==> src/rtl/if_id_fifo_if.sv <==
`default_nettype none
// ============================================================================
//  Module   : if_id_fifo_if
//  Brief    : IF -> ID instruction queue handshake bundle (push, pop, flush).
//  Revision : 1.0 - initial release
// ============================================================================
interface if_id_fifo_if #(
    parameter int ADDR_W = 32,
    parameter int INST_W = 32,
    parameter int DEPTH  = 4
) ();
    logic                     flush;
    logic                     if_valid;
    logic [ADDR_W-1:0]        if_pc;
    logic [INST_W-1:0]        if_inst;
    logic                     if_ready;
    logic                     id_ready;
    logic                     id_valid;
    logic [ADDR_W-1:0]        id_pc;
    logic [INST_W-1:0]        id_inst;
    logic [$clog2(DEPTH):0]   count;

    modport master (
        output flush, if_valid, if_pc, if_inst, id_ready,
        input  if_ready, id_valid, id_pc, id_inst, count
    );

    modport slave (
        input  flush, if_valid, if_pc, if_inst, id_ready,
        output if_ready, id_valid, id_pc, id_inst, count
    );
endinterface
`default_nettype wire

==> src/rtl/if_id_fifo.sv <==
`default_nettype none
// ============================================================================
//  Module   : if_id_fifo
//  Brief    : DEPTH-entry first-word-fall-through {pc, inst} queue, IF -> ID.
//  Revision : 1.0 - initial release
// ============================================================================
module if_id_fifo #(
    parameter int ADDR_W = 32,
    parameter int INST_W = 32,
    parameter int DEPTH  = 4
) (
    input  logic        clk,
    input  logic        reset,
    if_id_fifo_if.slave bus
);
    localparam int c_ptr_w = $clog2(DEPTH);
    localparam int c_cnt_w = c_ptr_w + 1;
    localparam int c_ent_w = ADDR_W + INST_W;
    localparam logic [c_cnt_w-1:0] c_full = c_cnt_w'(DEPTH);

    logic [c_ent_w-1:0] r_mem [DEPTH];
    logic [c_ptr_w-1:0] r_rd_ptr;
    logic [c_ptr_w-1:0] r_wr_ptr;
    logic [c_cnt_w-1:0] r_count;

    logic               w_if_ready;
    logic               w_id_valid;
    logic               w_push;
    logic               w_pop;
    logic [c_ent_w-1:0] w_head;

    // if_ready comes from registered occupancy only, so a full queue refuses
    // a push even when ID pops in the same cycle.
    assign w_if_ready = (r_count != c_full);
    assign w_id_valid = (r_count != '0);
    assign w_push     = bus.if_valid & w_if_ready;
    assign w_pop      = bus.id_ready & w_id_valid;
    assign w_head     = r_mem[r_rd_ptr];

    always_ff @(posedge clk) begin
        if (reset || bus.flush) begin
            r_rd_ptr <= '0;
            r_wr_ptr <= '0;
            r_count  <= '0;
        end else begin
            if (w_push) begin
                r_wr_ptr <= r_wr_ptr + c_ptr_w'(1);
            end
            if (w_pop) begin
                r_rd_ptr <= r_rd_ptr + c_ptr_w'(1);
            end
            if (w_push && !w_pop) begin
                r_count <= r_count + c_cnt_w'(1);
            end else if (w_pop && !w_push) begin
                r_count <= r_count - c_cnt_w'(1);
            end
        end
    end

    // Storage carries no reset; occupancy alone decides what is visible.
    always_ff @(posedge clk) begin
        if (!reset && !bus.flush && w_push) begin
            r_mem[r_wr_ptr] <= {bus.if_pc, bus.if_inst};
        end
    end

    assign bus.if_ready = w_if_ready;
    assign bus.id_valid = w_id_valid;
    assign bus.id_pc    = w_id_valid ? w_head[c_ent_w-1:INST_W] : '0;
    assign bus.id_inst  = w_id_valid ? w_head[INST_W-1:0]       : '0;
    assign bus.count    = r_count;
endmodule
`default_nettype wire

==> src/flat_wrapper.sv <==
// flat-port wrapper written by rule: the top's interface ports become plain ports
module if_id_fifo_flat 
#(
    parameter int ADDR_W = 32,
    parameter int INST_W = 32,
    parameter int DEPTH  = 4
)
  (clk, reset, bus_flush, bus_if_valid, bus_if_pc, bus_if_inst, bus_id_ready, bus_if_ready, bus_id_valid, bus_id_pc, bus_id_inst, bus_count);
  if_id_fifo_if #(.ADDR_W(ADDR_W), .INST_W(INST_W), .DEPTH(DEPTH)) bus_i ();
  input  logic clk;
  input  logic reset;
  input wire logic [$bits(bus_i.flush)-1:0] bus_flush;
  input wire logic [$bits(bus_i.if_valid)-1:0] bus_if_valid;
  input wire logic [$bits(bus_i.if_pc)-1:0] bus_if_pc;
  input wire logic [$bits(bus_i.if_inst)-1:0] bus_if_inst;
  input wire logic [$bits(bus_i.id_ready)-1:0] bus_id_ready;
  output wire logic [$bits(bus_i.if_ready)-1:0] bus_if_ready;
  output wire logic [$bits(bus_i.id_valid)-1:0] bus_id_valid;
  output wire logic [$bits(bus_i.id_pc)-1:0] bus_id_pc;
  output wire logic [$bits(bus_i.id_inst)-1:0] bus_id_inst;
  output wire logic [$bits(bus_i.count)-1:0] bus_count;
  assign bus_i.flush = bus_flush;
  assign bus_i.if_valid = bus_if_valid;
  assign bus_i.if_pc = bus_if_pc;
  assign bus_i.if_inst = bus_if_inst;
  assign bus_i.id_ready = bus_id_ready;
  assign bus_if_ready = bus_i.if_ready;
  assign bus_id_valid = bus_i.id_valid;
  assign bus_id_pc = bus_i.id_pc;
  assign bus_id_inst = bus_i.id_inst;
  assign bus_count = bus_i.count;
  if_id_fifo #(.ADDR_W(ADDR_W), .INST_W(INST_W), .DEPTH(DEPTH)) u_core (.clk(clk), .reset(reset), .bus(bus_i));
endmodule
==> config.mk <==
export PLATFORM = sky130hd
export DESIGN_NAME = if_id_fifo_flat
export DESIGN_NICKNAME = d
export VERILOG_FILES = /design/src/rtl/if_id_fifo_if.sv /design/src/rtl/if_id_fifo.sv /design/src/flat_wrapper.sv
export SDC_FILE = /design/constraint.sdc
export NUM_CORES = 1
export LEC_CHECK = 0
export ABC_AREA = 1
export CAP_MARGIN = 30
export CORE_ASPECT_RATIO = 0.9
export CORE_MARGIN = 5
export CORE_UTILIZATION = 55
export CTS_CLUSTER_DIAMETER = 200
export DETAILED_ROUTE_END_ITERATION = 7
export PLACE_DENSITY = 0.76
export SLEW_MARGIN = 20
export SYNTH_ARGS = -nofsm -noshare
export SYNTH_HDL_FRONTEND = slang
export SYNTH_SLANG_ARGS = --single-unit
==> constraint.sdc <==
create_clock -name clk -period 5.8 [get_ports clk]
set_clock_uncertainty 0.05 [all_clocks]
set_input_delay 1.16 -clock clk [delete_from_list [all_inputs] [get_ports clk]]
set_output_delay 1.16 -clock clk [all_outputs]
set_load 0.005 [all_outputs]
==> run_results.csv <==
group,metric,value,unit
detailed_routing,wl_per_cell,17.3,um
cells_and_area,seqCellArea,7870,um^2
placement,dp_hpwl,12.6,mm
timing,setup_violations,0,
run_status,status,"complete, no violations",
clock_tree,cts.path.max_buffers,3,
cells_and_area,antenna_cells,0,
detailed_routing,drc,0,
cells_and_area,final_util,0.683,
timing,finalHoldViolations,0,
synthesis,syn_area,10600,um^2
synthesis,ys_ff_latch,265,
setup_path,crit_path_top_delay_cell,"dfxtp_4",
placement,dp.cells,1235,
setup_path,crit_type,"register to primary output",
detailed_routing,firstDrtPassIters,5,
hold_path,min_path_type,"register to register",
power_and_ir_drop,power_frac_comb,0.098,
power_and_ir_drop,netSwitchingFraction,0.215,
placement,io_buffers,137,
global_route,antenna_found_initial,0,
synthesis,ys_warn_count,0,
clock_tree,cts_sinks,265,
cells_and_area,area.growth.synth_to_final,23.0,%
clock_tree,hold_buffers,0,
floorplan,core,19000,um^2
cells_and_area,fin_nets,1092,
synthesis,synth_top_flop_cell,"edfxtp_1",
power_and_ir_drop,powerDensity,319,nW/um^2
cells_and_area,drive_gt1_frac,0.0551,
clock_tree,cts_setup_buffers,0,
global_route,overflow,0,
setup_path,slowest_delay,740,ps
setup_path,path_buf_inv,2,
detailed_routing,routed_via_density,5.26,
setup_path,crit_cells,6,
clock_tree,cts_resized,0,
timing,max-slew-margin-rel,0.422,
clock_tree,cts_root_buffer,"clkbuf_16",
floorplan,die_height,142,um
clock_tree,h-tree-depth,1,
setup_path,end_kind,"primary output",
cells_and_area,final_cell_mix,"nand2_1, edfxtp_1, clkdlybuf4s50_1",
power_and_ir_drop,peakVddDrop,0.287,mV
placement,place.gp.congestion,0.729,
synthesis,synth_area_per_cell,11.9,um^2
setup_path,cpLargestDelayFamily,"buffers and inverters",
floorplan,die-area,22100,um^2
setup_path,cp-start-kind,"register",
cells_and_area,multi_input_area,2370,um^2
timing,worstMarginPinSlew,867,ps
setup_path,path_max_fanout,74,
clock_tree,cts_made_buffers,27,
cells_and_area,fillers,1342,
global_route,grt_pass1_wl,34.7,mm
power_and_ir_drop,clockPowerShare,0.386,
placement,pre_cts_slack,1910,ps
cells_and_area,fin_cells,1284,
floorplan,io_pins,138,
setup_path,cp_cell_sequence,"buf_4 -> nor2_1 -> nor2_1 -> o21ai_0 -> a21oi_1 -> clkdlybuf4s50_1",
floorplan,start_util,0.555,
synthesis,synth_area_leaders,"edfxtp_1, nand2_1, nor2_1",
timing,fin_crit,4370,ps
clock_tree,clk_latency,520,ps
global_route,grt_pass1_vias,6618,
timing,period_share,0.754,
setup_path,r2r.worst_path.cells,6,
timing,maxClockFrequency,229,MHz
setup_path,required,4590,ps
synthesis,yosys.area.top_type,"edfxtp_1",
power_and_ir_drop,p_sw,891,uW
timing,fin_setup_tns,0,ps
global_route,grt_start_max_net_pins,84,
detailed_routing,drt_iter0_markers,616,
hold_path,hold_depth,2,
synthesis,synth_edf_count,256,
detailed_routing,vias,6749,
floorplan,row_count,48,
job,drv_cap,0,
timing,fin_ws,1430,ps
timing,rsz0062_at_grt,"false",
power_and_ir_drop,pwr-share-seq,0.516,
timing,drv_slew,0,
setup_path,path_common_cell,"nor2_1",
synthesis,netlist.area_leader.share,0.727,
clock_tree,clk_pin_slew,60,ps
detailed_routing,ant_nets,0,
synthesis,async_reset_ff_frac,0,
synthesis,ys_seq_area_frac,0.744,
synthesis,syn_nets,962,
detailed_routing,wl,22.3,mm
power_and_ir_drop,p_int,3.26,mW
power_and_ir_drop,leakagePower,4.73,nW
setup_path,worstPathArrival,3160,ps
synthesis,synth_cells,887,
floorplan,die_w,156,um
cells_and_area,final_common_cell,"nand2_1",
global_route,grtUsageTotal,0.199,
synthesis,ys_types,21,
clock_tree,tritoncts,"yes",
==> layout make-up <==
type | instances | share of cell area
sequential | 265 | 0.605
multi-input combinational | 557 | 0.182
timing repair buffer | 149 | 0.121
clock buffer | 31 | 0.0531
tap | 250 | 0.0241
clock inverter | 15 | 0.00924
inverter | 17 | 0.00529
==> final timing paths <==
path	end	slack [ps]	from
worst max-delay path	bus_id_inst[5]	1430	register
worst min-delay path	u_core.r_rd_ptr[0]	450	u_core.r_rd_ptr[0]
worst max register to register	u_core.r_mem[2][50]	3120	u_core.bus.count[1]
worst min register to register	u_core.r_rd_ptr[0]	450	u_core.r_rd_ptr[0]
==> layer usage <==
metal  wire length, um  GRT usage  up-vias  share of wire
li1                  -          -     3299              -
met1              9630      0.277     3191           0.43
met2             10700      0.336      223           0.48
met3              1520     0.0342       36          0.068
met4               433     0.0393        0          0.019
met5                 0          0        -              0
==> flip-flops by register name (all words and copies together) (netlist names), named ones only <==
name and cells:
u_core.r_mem 256, u_core.bus.count 3, u_core.r_rd_ptr 2, u_core.r_wr_ptr 2
==> worst register-to-register path: stages, from the launching register on <==
cell and delay, ps:
dfxtp_1 380, inv_1 110, nand3_1 220, and2_1 180, nand2_1 220, nor2_4 400, buf_4 690
==> cells in the mapped netlist (2+ instances only) <==
cell / number
nand2_1: 268
inv_2: 2
o21ai_0: 62
a21oi_1: 70
dfxtp_1: 9
clkbuf_1: 10
edfxtp_1: 256
inv_1: 15
buf_2: 20
o21ai_1: 4
buf_6: 10
buf_1: 2
ha_1: 5
nor2_1: 139
buf_4: 6
nand3_1: 4
==> power by group through the flow <==
| stage | clock network, mW | registers [mW] | logic, mW |
|---|---|---|---|
| 6_report | 1.60 | 2.14 | 0.409 |
| 5_1_grt | 1.71 | 2.14 | 0.448 |
| 4_1_cts | 1.63 | 2.14 | 0.402 |
| 3_5_place_dp | 0 | 2.18 | 0.399 |
| 3_3_place_gp | 0 | 2.18 | 0.392 |
| 2_1_floorplan | 0 | 2.18 | 0.168 |
==> kinds of logic after synthesis <==
group,after synthesis,synth area share
simple gates,415,0.149
buf+inv,65,0.0347
compound gates,136,0.0644
fa+ha+maj,6,0.00781
flops,265,0.744
==> through the flow <==
stage / hold slack, ps / total power [mW] / cell area [um^2]
final: 447 / 4.15 / 13000
after global routing: 482 / 4.30 / 13000
after CTS: 446 / 4.17 / 12900
after global placement: 423 / 2.57 / 12100
after floorplan: 398 / 2.34 / 10600
after detailed placement: 432 / 2.58 / 12100
(Power assumes the default switching activity.)
